### src/rtl/chess_timer_core_if.sv
// Bundle of the chess clock control pulses and display/status outputs.
// Latency: none; this is wiring only.
// Backpressure: none; pulses are fire-and-forget, outputs are level.
interface chess_timer_core_if;
    logic       TICK;
    logic       START;
    logic       BTN_A;
    logic       BTN_B;
    logic       PAUSE;
    logic [6:0] seg1;
    logic [6:0] seg2;
    logic [6:0] seg3;
    logic [6:0] seg4;
    logic [6:0] seg5;
    logic [6:0] seg6;
    logic [6:0] seg7;
    logic [6:0] seg8;
    logic       ACTIVE_A;
    logic       ACTIVE_B;
    logic       FLAG_A;
    logic       FLAG_B;

    // Stimulus side: drives the pulses, watches the display and status.
    modport master (
        output TICK, START, BTN_A, BTN_B, PAUSE,
        input  seg1, seg2, seg3, seg4, seg5, seg6, seg7, seg8,
        input  ACTIVE_A, ACTIVE_B, FLAG_A, FLAG_B
    );

    // Timer core side.
    modport slave (
        input  TICK, START, BTN_A, BTN_B, PAUSE,
        output seg1, seg2, seg3, seg4, seg5, seg6, seg7, seg8,
        output ACTIVE_A, ACTIVE_B, FLAG_A, FLAG_B
    );
endinterface

### src/rtl/chess_timer_core.sv
// Two-player BCD MM:SS countdown with turn FSM and registered active-low 7-seg digits.
// Latency: state/times/flags/active update on the sampling edge; seg patterns one edge later.
// Backpressure: none; each one-cycle pulse is consumed in the cycle it arrives.
// Optional feature macro: CHESS_INCREMENT_EN (adds INC_SEC to the mover on each accepted switch).
module chess_timer_core #(
    parameter int INIT_MIN = 5,
    parameter int INIT_SEC = 0,
    parameter int INC_SEC  = 2
) (
    input  logic              CLK,
    input  logic              CLR_N,
    chess_timer_core_if.slave bus
);

    typedef struct packed {
        logic [3:0] mt;
        logic [3:0] mu;
        logic [3:0] st;
        logic [3:0] su;
    } bcd_time_t;

    typedef enum logic [2:0] {
        S_IDLE,
        S_RUN_A,
        S_RUN_B,
        S_PAUSED,
        S_TIMEOUT
    } state_t;

    localparam bcd_time_t INIT_T = {4'(INIT_MIN / 10), 4'(INIT_MIN % 10),
                                    4'(INIT_SEC / 10), 4'(INIT_SEC % 10)};

    // One BCD step down with borrows; 00:00 is a fixed point.
    function automatic bcd_time_t dec_time(input bcd_time_t t);
        bcd_time_t w_r;
        w_r = t;
        if (t != '0) begin
            if (t.su != 4'd0) begin
                w_r.su = t.su - 4'd1;
            end else begin
                w_r.su = 4'd9;
                if (t.st != 4'd0) begin
                    w_r.st = t.st - 4'd1;
                end else begin
                    w_r.st = 4'd5;
                    if (t.mu != 4'd0) begin
                        w_r.mu = t.mu - 4'd1;
                    end else begin
                        w_r.mu = 4'd9;
                        w_r.mt = t.mt - 4'd1;
                    end
                end
            end
        end
        return w_r;
    endfunction

    // Active-low {g,f,e,d,c,b,a} pattern for one BCD digit.
    function automatic logic [6:0] enc_digit(input logic [3:0] d);
        logic [6:0] w_s;
        case (d)
            4'd0:    w_s = 7'b1000000;
            4'd1:    w_s = 7'b1111001;
            4'd2:    w_s = 7'b0100100;
            4'd3:    w_s = 7'b0110000;
            4'd4:    w_s = 7'b0011001;
            4'd5:    w_s = 7'b0010010;
            4'd6:    w_s = 7'b0000010;
            4'd7:    w_s = 7'b1111000;
            4'd8:    w_s = 7'b0000000;
            4'd9:    w_s = 7'b0010000;
            default: w_s = 7'b1111111;
        endcase
        return w_s;
    endfunction

    // Four digit patterns, minutes tens first.
    function automatic logic [27:0] enc_time(input bcd_time_t t);
        return {enc_digit(t.mt), enc_digit(t.mu), enc_digit(t.st), enc_digit(t.su)};
    endfunction

`ifdef CHESS_INCREMENT_EN
    localparam bcd_time_t SAT_T = {4'd9, 4'd9, 4'd5, 4'd9};

    // Adds INC_SEC with seconds->minutes carry, clamping at 99:59.
    // Small binary detour: each field is at most 118, so the divides are tiny constants.
    function automatic bcd_time_t inc_time(input bcd_time_t t);
        logic [6:0] w_sec;
        logic [6:0] w_min;
        bcd_time_t  w_r;
        w_sec = 7'(t.st) * 7'd10 + 7'(t.su) + 7'(INC_SEC);
        w_min = 7'(t.mt) * 7'd10 + 7'(t.mu);
        if (w_sec >= 7'd60) begin
            w_sec = w_sec - 7'd60;
            w_min = w_min + 7'd1;
        end
        if (w_min > 7'd99) begin
            w_r = SAT_T;
        end else begin
            w_r = {4'(w_min / 7'd10), 4'(w_min % 7'd10),
                   4'(w_sec / 7'd10), 4'(w_sec % 7'd10)};
        end
        return w_r;
    endfunction
`endif

    state_t    r_state;
    state_t    w_state_nxt;
    logic      r_paused_b;
    logic      w_paused_b_nxt;
    bcd_time_t r_time_a;
    bcd_time_t r_time_b;
    bcd_time_t w_time_a_nxt;
    bcd_time_t w_time_b_nxt;
    logic      r_flag_a;
    logic      r_flag_b;
    logic      w_flag_a_nxt;
    logic      w_flag_b_nxt;
    logic      r_active_a;
    logic      r_active_b;
    logic [27:0] r_seg_a;
    logic [27:0] r_seg_b;

    bcd_time_t w_dec_a;
    bcd_time_t w_dec_b;
    bcd_time_t w_tick_a;
    bcd_time_t w_tick_b;
    bcd_time_t w_sw_a;
    bcd_time_t w_sw_b;

    // Tick-adjusted time of each side, and that time after a turn-switch bonus.
    assign w_dec_a  = dec_time(r_time_a);
    assign w_dec_b  = dec_time(r_time_b);
    assign w_tick_a = bus.TICK ? w_dec_a : r_time_a;
    assign w_tick_b = bus.TICK ? w_dec_b : r_time_b;
`ifdef CHESS_INCREMENT_EN
    assign w_sw_a   = inc_time(w_tick_a);
    assign w_sw_b   = inc_time(w_tick_b);
`else
    logic w_unused_inc;
    assign w_unused_inc = ^INC_SEC;
    assign w_sw_a   = w_tick_a;
    assign w_sw_b   = w_tick_b;
`endif

    // Next state: START wins, then timeout, then button, then pause.
    always_comb begin
        w_state_nxt    = r_state;
        w_paused_b_nxt = r_paused_b;
        w_time_a_nxt   = r_time_a;
        w_time_b_nxt   = r_time_b;
        w_flag_a_nxt   = r_flag_a;
        w_flag_b_nxt   = r_flag_b;
        if (bus.START) begin
            w_time_a_nxt   = INIT_T;
            w_time_b_nxt   = INIT_T;
            w_flag_a_nxt   = 1'b0;
            w_flag_b_nxt   = 1'b0;
            w_paused_b_nxt = 1'b0;
            w_state_nxt    = (r_state == S_IDLE) ? S_RUN_A : S_IDLE;
        end else begin
            case (r_state)
                S_RUN_A: begin
                    if (bus.TICK && (w_dec_a == '0)) begin
                        w_time_a_nxt = w_dec_a;
                        w_flag_a_nxt = 1'b1;
                        w_state_nxt  = S_TIMEOUT;
                    end else begin
                        w_time_a_nxt = bus.BTN_A ? w_sw_a : w_tick_a;
                        if (bus.BTN_A) w_state_nxt = S_RUN_B;
                        if (bus.PAUSE) begin
                            w_paused_b_nxt = bus.BTN_A;
                            w_state_nxt    = S_PAUSED;
                        end
                    end
                end
                S_RUN_B: begin
                    if (bus.TICK && (w_dec_b == '0)) begin
                        w_time_b_nxt = w_dec_b;
                        w_flag_b_nxt = 1'b1;
                        w_state_nxt  = S_TIMEOUT;
                    end else begin
                        w_time_b_nxt = bus.BTN_B ? w_sw_b : w_tick_b;
                        if (bus.BTN_B) w_state_nxt = S_RUN_A;
                        if (bus.PAUSE) begin
                            w_paused_b_nxt = !bus.BTN_B;
                            w_state_nxt    = S_PAUSED;
                        end
                    end
                end
                S_PAUSED: begin
                    if (bus.PAUSE) w_state_nxt = r_paused_b ? S_RUN_B : S_RUN_A;
                end
                default: begin
                end
            endcase
        end
    end

    // State, times, flags and running indicators.
    always_ff @(posedge CLK or negedge CLR_N) begin
        if (!CLR_N) begin
            r_state    <= S_IDLE;
            r_paused_b <= 1'b0;
            r_time_a   <= INIT_T;
            r_time_b   <= INIT_T;
            r_flag_a   <= 1'b0;
            r_flag_b   <= 1'b0;
            r_active_a <= 1'b0;
            r_active_b <= 1'b0;
        end else begin
            r_state    <= w_state_nxt;
            r_paused_b <= w_paused_b_nxt;
            r_time_a   <= w_time_a_nxt;
            r_time_b   <= w_time_b_nxt;
            r_flag_a   <= w_flag_a_nxt;
            r_flag_b   <= w_flag_b_nxt;
            r_active_a <= (w_state_nxt == S_RUN_A);
            r_active_b <= (w_state_nxt == S_RUN_B);
        end
    end

    // Display patterns follow the time registers one edge behind.
    always_ff @(posedge CLK or negedge CLR_N) begin
        if (!CLR_N) begin
            r_seg_a <= enc_time(INIT_T);
            r_seg_b <= enc_time(INIT_T);
        end else begin
            r_seg_a <= enc_time(r_time_a);
            r_seg_b <= enc_time(r_time_b);
        end
    end

    assign bus.seg1     = r_seg_a[27:21];
    assign bus.seg2     = r_seg_a[20:14];
    assign bus.seg3     = r_seg_a[13:7];
    assign bus.seg4     = r_seg_a[6:0];
    assign bus.seg5     = r_seg_b[27:21];
    assign bus.seg6     = r_seg_b[20:14];
    assign bus.seg7     = r_seg_b[13:7];
    assign bus.seg8     = r_seg_b[6:0];
    assign bus.ACTIVE_A = r_active_a;
    assign bus.ACTIVE_B = r_active_b;
    assign bus.FLAG_A   = r_flag_a;
    assign bus.FLAG_B   = r_flag_b;

endmodule
### src/flat_wrapper.sv
// flat-port wrapper written by rule: the top's interface ports become plain ports
module chess_timer_core_flat 
#(
    parameter int INIT_MIN = 5,
    parameter int INIT_SEC = 0,
    parameter int INC_SEC  = 2
)
  (CLK, CLR_N, bus_TICK, bus_START, bus_BTN_A, bus_BTN_B, bus_PAUSE, bus_seg1, bus_seg2, bus_seg3, bus_seg4, bus_seg5, bus_seg6, bus_seg7, bus_seg8, bus_ACTIVE_A, bus_ACTIVE_B, bus_FLAG_A, bus_FLAG_B);
  chess_timer_core_if bus_i ();
  input  logic CLK;
  input  logic CLR_N;
  input wire logic [$bits(bus_i.TICK)-1:0] bus_TICK;
  input wire logic [$bits(bus_i.START)-1:0] bus_START;
  input wire logic [$bits(bus_i.BTN_A)-1:0] bus_BTN_A;
  input wire logic [$bits(bus_i.BTN_B)-1:0] bus_BTN_B;
  input wire logic [$bits(bus_i.PAUSE)-1:0] bus_PAUSE;
  output wire logic [$bits(bus_i.seg1)-1:0] bus_seg1;
  output wire logic [$bits(bus_i.seg2)-1:0] bus_seg2;
  output wire logic [$bits(bus_i.seg3)-1:0] bus_seg3;
  output wire logic [$bits(bus_i.seg4)-1:0] bus_seg4;
  output wire logic [$bits(bus_i.seg5)-1:0] bus_seg5;
  output wire logic [$bits(bus_i.seg6)-1:0] bus_seg6;
  output wire logic [$bits(bus_i.seg7)-1:0] bus_seg7;
  output wire logic [$bits(bus_i.seg8)-1:0] bus_seg8;
  output wire logic [$bits(bus_i.ACTIVE_A)-1:0] bus_ACTIVE_A;
  output wire logic [$bits(bus_i.ACTIVE_B)-1:0] bus_ACTIVE_B;
  output wire logic [$bits(bus_i.FLAG_A)-1:0] bus_FLAG_A;
  output wire logic [$bits(bus_i.FLAG_B)-1:0] bus_FLAG_B;
  assign bus_i.TICK = bus_TICK;
  assign bus_i.START = bus_START;
  assign bus_i.BTN_A = bus_BTN_A;
  assign bus_i.BTN_B = bus_BTN_B;
  assign bus_i.PAUSE = bus_PAUSE;
  assign bus_seg1 = bus_i.seg1;
  assign bus_seg2 = bus_i.seg2;
  assign bus_seg3 = bus_i.seg3;
  assign bus_seg4 = bus_i.seg4;
  assign bus_seg5 = bus_i.seg5;
  assign bus_seg6 = bus_i.seg6;
  assign bus_seg7 = bus_i.seg7;
  assign bus_seg8 = bus_i.seg8;
  assign bus_ACTIVE_A = bus_i.ACTIVE_A;
  assign bus_ACTIVE_B = bus_i.ACTIVE_B;
  assign bus_FLAG_A = bus_i.FLAG_A;
  assign bus_FLAG_B = bus_i.FLAG_B;
  chess_timer_core #(.INIT_MIN(INIT_MIN), .INIT_SEC(INIT_SEC), .INC_SEC(INC_SEC)) u_core (.CLK(CLK), .CLR_N(CLR_N), .bus(bus_i));
endmodule
### config.mk
export PLATFORM = sky130hd
export DESIGN_NAME = chess_timer_core_flat
export DESIGN_NICKNAME = d
export VERILOG_FILES = /design/src/rtl/chess_timer_core_if.sv /design/src/rtl/chess_timer_core.sv /design/src/flat_wrapper.sv
export SDC_FILE = /design/constraint.sdc
export NUM_CORES = 1
export LEC_CHECK = 0
export BUFFER_PORTS_ARGS = -buffer_cell sky130_fd_sc_hd__buf_2
export CORE_MARGIN = 4
export CORE_UTILIZATION = 40
export DETAILED_ROUTE_END_ITERATION = 10
export PLACE_DENSITY = 0.63
export SETUP_SLACK_MARGIN = 0.5
export SKIP_LAST_GASP = 1
export SLEW_MARGIN = 15
export SYNTH_ARGS = -nofsm -noshare
export SYNTH_HDL_FRONTEND = slang
export SYNTH_SLANG_ARGS = --single-unit
export TNS_END_PERCENT = 5
### constraint.sdc
create_clock -name CLK -period 3.4 [get_ports CLK]
set_input_delay 0.68 -clock CLK [delete_from_list [all_inputs] [get_ports CLK]]
set_output_delay 0.68 -clock CLK [all_outputs]
set_load 0.1 [all_outputs]
== Word level (Yosys, flattened, before mapping) ==
Memory sizes are Yosys's and may differ from the RTL's. A register that Yosys moved wholly into a read port is not among the register bits.
Index checks and enable logic that the tools add are counted.

* Add/sub/neg operators: 8
* Equal/unequal tests: 9
* Muxes and demuxes: 45
* Reduce and logical (&&, ||, !) cells: 34

{| class="wikitable"
|+ Operator list
! operator !! number
|-
| 2-to-1 mux 16 bit || 10
|-
| zero test 16 bit || 2
|-
| 2-to-1 mux 4 bit || 8
|-
| nonzero test 16 bit || 2
|-
| subtractor 4 x 1 -> 4 bit (second input constant) || 8
|-
| 2-to-1 mux 12 bit || 2
|-
| 2-to-1 mux 3 bit || 8
|-
| nonzero test 4 bit || 6
|-
| 2-to-1 mux 8 bit || 2
|-
| 2-to-1 mux 1 bit || 12
|-
| != test 3 bit (second input constant) || 4
|-
| == test 3 x 2 -> 1 bit (second input constant) || 3
|-
| zero test 1 bit || 9
|-
| one-hot mux 3 bit (3 select lines) || 1
|-
| nonzero test 3 bit || 3
|-
| AND reduction 2 bit || 4
|-
| nonzero test 2 bit || 4
|-
| == test 3 x 1 -> 1 bit (second input constant) || 2
|-
| AND reduction 5 bit || 1
|-
| zero test 3 bit || 1
|-
| logical AND 1 bit || 2
|-
| 2-to-1 mux 2 bit || 1
|-
| one-hot mux 1 bit (2 select lines) || 1
|}

* Register bits: 40
* ROM bits: 896
* Input port bits: 7
* Word-level logic and storage cells: 118
* Memories kept: 8

{| class="wikitable"
|+ Memories
! memory !! depth !! width !! read ports !! clocked after Yosys merged registers in !! wr ports !! line !! source
|-
| (no name shown) || 16 || 7 || 1 || 1 || 0 || chess_timer_core.sv:61 || <nowiki>case (d)</nowiki>
|-
| (no name shown) || 16 || 7 || 1 || 1 || 0 || chess_timer_core.sv:61 ||
|-
| (no name shown) || 16 || 7 || 1 || 1 || 0 || chess_timer_core.sv:61 ||
|-
| (no name shown) || 16 || 7 || 1 || 1 || 0 || chess_timer_core.sv:61 ||
|-
| (no name shown) || 16 || 7 || 1 || 1 || 0 || chess_timer_core.sv:61 ||
|-
| (no name shown) || 16 || 7 || 1 || 1 || 0 || chess_timer_core.sv:61 ||
|-
| +2 memories || - || - || - || - || - || - ||
|}

== Longest topological paths before layout ==
Gate-level depths: netlist of the first run.

* Depth after elaboration: 11
* Mapped depth: 11
* Gate-level depth less buffers: 10

== Worst setup path before layout of the first run ==
OpenSTA, ideal clock, no wires.

* Path type: reg2reg
* Start: register u_core.r_time_b[0] (netlist name)
* End: register u_core.r_active_b, in the netlist u_core.bus.ACTIVE_B
* Library setup time: 128 ps
* Arrival time: 2929 ps
* Data required time: 3272 ps
* Slack: 343 ps
* Stages on the path, launching flop included: 12
* Path buffers: 1
* Period minus slack after synthesis: 3057 ps
* Cell sequence: dfrtp_1 > inv_1 > ha_1 > or3b_1 > buf_6 > nor4_2 > mux2_2 > a2111oi_2 > nand4_2 > or3_1 > a21oi_2 > nor3b_1

* Longest elaborated chain between the ends: 9
* Elaborated cells between the ends (all ways): 12
* Those cells by class: add/sub: 1; eq/ne: 1; mux: 6; reduce/logical: 4

{| class="wikitable"
|+ RTL lines
! what !! line !! source
|-
| from (decl) || chess_timer_core.sv:112 || <nowiki>bcd_time_t r_time_b;</nowiki>
|-
| from (signal assigned) || chess_timer_core.sv:215 || <nowiki>r_time_b <= w_time_b_nxt;</nowiki>
|-
| subtractor 4 x 1 -> 4 bit / nonzero test 4 bit (equally long branches) || chess_timer_core.sv:39, chess_timer_core.sv:38 ||
|-
| 2-to-1 mux 4 bit / 2-to-1 mux 12 bit (equally long branches) || chess_timer_core.sv:38 || <nowiki>if (t.su != 4'd0) begin</nowiki>
|-
| 2-to-1 mux 16 bit * || chess_timer_core.sv:37 || <nowiki>if (t != '0) begin</nowiki>
|-
| zero test 16 bit * || chess_timer_core.sv:178 || <nowiki>if (bus.TICK && (w_dec_b == '0)) begin</nowiki>
|-
| logical AND 1 bit * || chess_timer_core.sv:178 ||
|-
| 2-to-1 mux 3 bit * || chess_timer_core.sv:178 ||
|-
| one-hot mux 3 bit (3 select lines) * || chess_timer_core.sv:162 || <nowiki>case (r_state)</nowiki>
|-
| 2-to-1 mux 3 bit * || chess_timer_core.sv:154 || <nowiki>if (bus.START) begin</nowiki>
|-
| named net u_core.w_state_nxt[2] || chess_timer_core.sv:108 || <nowiki>state_t w_state_nxt;</nowiki>
|-
| == test 3 x 2 -> 1 bit * || chess_timer_core.sv:219 || <nowiki>r_active_b <= (w_state_nxt == S_RUN_B);</nowiki>
|-
| to (signal assigned) || chess_timer_core.sv:219 ||
|-
| to (decl) || chess_timer_core.sv:120 || <nowiki>logic r_active_b;</nowiki>
|}

The timed path passes the listed nets; every way through them passes the cells marked *.
A chain may end at the register's enable or synchronous reset.

== Final worst setup path of the first run ==
* Start: register u_core.r_time_b[0] (netlist name)
* End: register u_core.r_active_a, in the netlist u_core.bus.ACTIVE_A

* Longest elaborated chain between the ends: 9
* Elaborated cells between the ends (all ways): 12
* Those cells by class: add/sub: 1; eq/ne: 1; mux: 6; reduce/logical: 4

{| class="wikitable"
|+ RTL lines
! what !! line !! source
|-
| subtractor 4 x 1 -> 4 bit / nonzero test 4 bit (equally long branches) || chess_timer_core.sv:39, chess_timer_core.sv:38 ||
|-
| 2-to-1 mux 4 bit / 2-to-1 mux 12 bit (equally long branches) || chess_timer_core.sv:38 ||
|-
| 2-to-1 mux 16 bit * || chess_timer_core.sv:37 ||
|-
| zero test 16 bit * || chess_timer_core.sv:178 ||
|-
| logical AND 1 bit * || chess_timer_core.sv:178 ||
|-
| 2-to-1 mux 3 bit * || chess_timer_core.sv:178 ||
|-
| one-hot mux 3 bit (3 select lines) * || chess_timer_core.sv:162 ||
|-
| 2-to-1 mux 3 bit * || chess_timer_core.sv:154 ||
|-
| named net u_core.w_state_nxt[2] || chess_timer_core.sv:108 ||
|-
| == test 3 x 1 -> 1 bit * || chess_timer_core.sv:218 || <nowiki>r_active_a <= (w_state_nxt == S_RUN_A);</nowiki>
|-
| to (signal assigned) || chess_timer_core.sv:218 ||
|-
| to (decl) || chess_timer_core.sv:119 || <nowiki>logic r_active_a;</nowiki>
|}

Marks and branches as above.

==> results of run 1 <==
## through the flow
step	util	power, mW	hold slack (ps)	setup WS, ps	std cells
final	0.4931	4.754	365.4	530.8	859
after global routing	0.4931	5.027	413.7	422.8	859
after CTS	0.4790	4.675	377.0	495.5	843
after detailed placement	0.4511	3.642	488.1	276.4	824
after global placement	0.4511	3.633	487.7	395.9	824
after floorplan	-	3.251	384.4	521.8	600
## per-layer routing
metal / vias to the layer above / GRT usage / share of wire
li1: 2257 / - / -
met1: 2203 / 0.1924 / 0.42
met2: 108 / 0.2936 / 0.52
met3: 15 / 0.04350 / 0.047
met4: 0 / 0.04401 / 0.015
met5: - / 0 / 0
## power by group
part / internal (mW) / switching [mW]
Combinational: 0.624 / 1.67
Clock: 0.518 / 0.441
Sequential: 1.34 / 0.160
## cells in the mapped netlist (4+ instances only)
master and instances:
mux2i_1 8, o21ai_0 24, and3_1 9, nor3b_1 4
xor2_1 5, or3b_1 5, dfstp_2 14, nand3_1 12
a31oi_1 14, nor4_1 5, nor3_1 14, or2_2 7
inv_1 30, a21oi_1 69, nor3b_2 4, dfrtp_1 82
clkbuf_1 22, ha_1 42, a211oi_1 9, o211ai_1 5
nand4_1 4, nor2_1 88, nand2_1 53, nand2b_1 14
## flip-flops by register name, summed over array words and instances (netlist names)
name / flops
u_core.bus.ACTIVE_A: 1
u_core.bus.ACTIVE_B: 1
u_core.bus.FLAG_A: 1
u_core.bus.FLAG_B: 1
u_core.r_paused_b: 1
u_core.r_seg_a: 28
u_core.r_seg_b: 28
u_core.r_state: 3
u_core.r_time_a: 16
u_core.r_time_b: 16
## path summary, 6_finish.rpt
kind	startpoint	to
worst min-delay path	CLR_N	u_core.r_seg_b[20]
worst max-delay path	u_core.r_time_b[0]	u_core.bus.ACTIVE_A
worst max register to register	u_core.r_time_b[0]	u_core.bus.ACTIVE_A
min in group CLK	u_core.bus.FLAG_B	u_core.bus.FLAG_B
max in group asynchronous	CLR_N	u_core.r_seg_a[6]
worst min register to register	u_core.bus.FLAG_B	u_core.bus.FLAG_B
## worst reg2reg max path, cell delays in order (launching register included)
cell       delay (ps)
dfrtp_2           420
inv_4              90
ha_4              160
or3b_4            400
nor4_4            270
mux2_4            350
a2111oi_4         200
nand4_2           180
or3_1             420
a21oi_2           180
nor3b_1            80
## what timing repair did
action / in CTS / in global routing
endpoints found under the setup margin: 5 / 5
pin swaps: 1 / 9
endpoints found under the hold margin: 0 / 0
gates resized for setup: 22 / 18
buffers inserted: 3 / 16
## kinds of logic (layout without fill, tap and decap cells)
logic type               count (synthesis)  in the layout  synth area share
flip-flops                              96             96            0.4418
buffers and inverters                   59            142           0.04363
AND/OR/NAND/NOR                        236            236            0.2204
multiplexers                            11             11           0.02079
adder cells (fa/ha/maj)                 42             42           0.09593
AO/OA/AOI/OAI                          149            149            0.1663
XOR/XNOR                                 7              7           0.01119
## cell type report
class                      instances  area (µm²)  area share
multi-input combinational        445        2978      0.4525
inverter                          31       121.4     0.01844
timing repair buffer              95       550.5     0.08365
sequential                        96        2429      0.3690
clock buffer                      10       239.0     0.03631
tap                              176       220.2     0.03346
clock inverter                     6       43.79    0.006654
==> run metrics, run 1 <==
clk_lat worst skew 350 ps; post-route cell area 6581 µm²; Crit path max-delay family simple AND/OR/NAND/NOR gates; Reg clk slew, reported paths 70 ps; Num CTS Buffers 9; Starting Density 0.4104; vias in the first global route 4455; H-tree depth 3; Post-DP Area 6021 µm²; final setup vio count 0; first-pass GRT wire length 21450 µm; final worst-path cycle share 0.8439; Hold WC Path Type primary input to async pin; min Tclk post-route 2869 ps; fraction of layout cells with a size suffix above 1 0.2709; PwrDens 722.4 nW/µm²; flop2flop setup slack 530 ps; Post-DP HPWL 8895 µm; max_slew headroom 0.5106; Critical Path Max Stage Delay 420 ps; Synth Register Bits 96; Yosys cell types 60; Startpoint Class register; CP Cell Sequence inv_4 > ha_4 > or3b_4 > nor4_4 > mux2_4 > a2111oi_4 > nand4_2 > or3_1 > a21oi_2 > nor3b_1; Net Count, Synth 649; instance count on the critical path 10; Leakage 3.149 nW; Rows 42; largest net degree at the start of global routing 53; Synth area leaders dfrtp_1 37%, ha_1 9.6%, dfstp_2 6.7%, a21oi_1 6.3%, nor2_1 6.0%; Sink Count 96; Initial DRC Count 315; Worst Setup End Kind register; residual DRC count 0; Primary FF master, synth dfrtp_1; WP data required 3630 ps; # IOs 67; share of synthesized flip-flops with an asynchronous set or reset 1.000; post-route ant nets 0; via count 4583; most common cell after layout, fill and taps aside nor2_1; DIE AREA 15630 µm²; CTS tree built; I/O Buffers 66; post-synth top area share 0.3746; antenna cell count 0; worst path arrival time 3100 ps; max_cap viols 0; yosys warns 0; DR pass1 iterations 4; CP bufs+invs 1; Core Area 13350 µm²; post-DR vias/cell 5.335; largest fanout on the critical path 6; initial antenna violation count 0; Post-synth EDFFs 0; Layout Nets 727; Post-Route WL 12780 µm; P&R area growth vs syn 20.15%; Crit Path Class register to register; Syn Area/Cell 9.130 µm²; Max VDD drop 0.0005699 V; unrepaired setup endpoints after global routing yes; Worst Skew 10.05 ps; global route total overflow 0; commonest cells after routing, fill and taps aside 88 x nor2_1, 75 x dfrtp_1, 69 x a21oi_1; Die Ht 125.0 µm; status complete, no violations; CTS Root Cell clkbuf_16; register area share after synthesis 0.4418; synthesized cell area 5478 µm²; clock tree buffer depth 2; Final Hold Vio Count 0; fmax 348.5 MHz; DIE WIDTH 125.0 µm; fill cell total of the finished layout 1289; Synth area leader dfrtp_1; post-synthesis cell count 600; CP max stage cell dfrtp_2; setup TNS 0 ps; Slew Limit Fails 0; Overall Global Routing Usage 0.1632; Worst Max-Slew Pin Slew 728.5 ps; # hold bufs at CTS 0; Worst R2R Path Depth 10; RD Place Congestion 0.9329; Avg WL per Cell 14.88 µm
No activity file was read; power rests on OpenSTA's default activity.
==> run 2: changes to the inputs <==
Clock period 3.4 ns to 2.8 ns, I/O delays scaled along.
==> run 2 against run 1 <==
Against the previous run:
- die area did not move
- routed wire length is 6.3% higher
- final area up 7.9%
- combinational power increased by 39%
- register-to-register slack lost 390 ps
- critical path type unchanged
==> run metrics, run 2 (synthesized netlist as in run 1, its figures left out) <==
status complete, no violations; WP data required 3030 ps; final worst-path cycle share 0.9485; post-route ant nets 0; Reg clk slew, reported paths 60 ps; clk_lat worst skew 350 ps; Num CTS Buffers 9; Leakage 3.484 nW; Critical Path Max Stage Delay 410 ps; global route total overflow 0; Final Hold Vio Count 0; DIE AREA 15630 µm²; flop2flop setup slack 140 ps; Core Area 13350 µm²; Slew Limit Fails 0; Layout Nets 779; DR pass1 iterations 4; Rows 42; Crit Path Class register to register; # IOs 67; largest net degree at the start of global routing 72; max_cap viols 0; initial antenna violation count 0; residual DRC count 0; H-tree depth 3; CTS Root Cell clkbuf_16; Startpoint Class register; Sink Count 96; clock tree buffer depth 2; fraction of layout cells with a size suffix above 1 0.3156; CP Cell Sequence inv_2 > ha_4 > or3b_4 > nor4_4 > mux2_4 > a2111oi_4 > nand4_2 > buf_6 > o2111ai_1 > o211ai_1 > nor3b_2; Initial DRC Count 242; worst path arrival time 2890 ps; CTS tree built; via count 4753; vias in the first global route 4635; PwrDens 896.1 nW/µm²; Worst Max-Slew Pin Slew 493.2 ps; RD Place Congestion 0.9086; fmax 376.5 MHz; Post-DP HPWL 9603 µm; Top Registers u_core.r_seg_a: 28 flops, u_core.r_seg_b: 28 flops; Max VDD drop 0.0009307 V; Hold WC Path Type primary input to async pin; max_slew headroom 0.6734; largest fanout on the critical path 4; post-DR vias/cell 5.217; unrepaired setup endpoints after global routing yes; final setup vio count 0; Die Ht 125.0 µm; # hold bufs at CTS 0; DIE WIDTH 125.0 µm; most common cell after layout, fill and taps aside nor2_1; Starting Density 0.4104; antenna cell count 0; Post-Route WL 13590 µm; Crit path max-delay family simple AND/OR/NAND/NOR gates; commonest cells after routing, fill and taps aside 87 x nor2_1, 82 x dfrtp_1, 76 x buf_4; Avg WL per Cell 14.91 µm; P&R area growth vs syn 29.58%; Worst Setup End Kind register; CP bufs+invs 2; CP max stage cell or3b_4; Overall Global Routing Usage 0.1731; first-pass GRT wire length 22460 µm; final hold slack 122.2 ps; total power 6.361 mW; Worst R2R Path Depth 11; I/O Buffers 66; instance count on the critical path 11; Worst Skew 5.605 ps; reg-to-reg startpoint u_core.r_time_b[0]; reg2reg end u_core.bus.ACTIVE_A; min Tclk post-route 2656 ps
[run 2: cell count changes in the layout (fill, tap and decap cells not counted), sizes merged]
cell      previous run  this run
clkinv               5         3
buf                 95       146
inv                 31        30
clkinvlp             1         0
bufinv               0         3
clkbuf              10        12
[run 2: cell type report]
class / count / area (µm²)
clock buffer: 11 / 242.7
clock inverter: 5 / 103.9
fill: 1230 / 6250
inverter: 31 / 116.4
multi-input combinational: 445 / 3005
sequential: 96 / 2420
tap: 176 / 220.2
timing repair buffer: 147 / 989.7
[run 2: worst register-to-register path: cells and delay by family (launching register included)]
kind            cells  cell delay, ps
simple gates        4             970
buf+inv             2             240
flops               1             390
compound gates      3             480
mux                 1             350
fa+ha+maj           1             130
[run 2: worst max path at each step]
stage	start	to	slack (ps)
6_report	u_core.r_time_b[0]	u_core.bus.ACTIVE_A	140
4_1_cts	u_core.r_time_b[0]	u_core.bus.ACTIVE_B	-4
2_1_floorplan	u_core.r_time_b[1]	u_core.bus.ACTIVE_B	-60
3_5_place_dp	u_core.r_time_b[1]	u_core.bus.ACTIVE_B	-20
5_1_grt	u_core.r_time_a[5]	u_core.bus.ACTIVE_B	10
3_3_place_gp	u_core.r_time_b[1]	u_core.bus.ACTIVE_B	80
[run 2: layer usage]
metal  up-vias  share of wire  track usage
met5         -              0            0
met4         0          0.020      0.06888
met3        16          0.034      0.02303
met2        97           0.52       0.3059
met1      2294           0.43       0.2141
li1       2346              -            -
[run 2: report_power, final]
part           switching (mW)  internal (mW)  total (mW)
registers               0.120           1.63        1.75
logic                    2.20          0.985        3.18
clock network           0.531          0.898        1.43
[run 2: per-stage QoR]
step	utilization	setup TNS (ps)	instance area, µm²	setup WS [ps]	std cells
after floorplan	-	-119.6	5515	-60.91	600
after CTS	0.5110	-4.031	6820	-4.031	897
final	0.5318	0	7098	144.2	911
after global routing	0.5318	0	7098	12.76	911
after global placement	0.4824	0	6439	84.65	878
after detailed placement	0.4824	-15.79	6439	-15.79	878
[run 2: what timing repair did]
item | CTS | global route
cloned | 0 | 1
buffers inserted | 3 | 13
pin swaps | 8 | 15
gates resized for setup | 3 | 36
setup endpoints to repair | 8 | 15
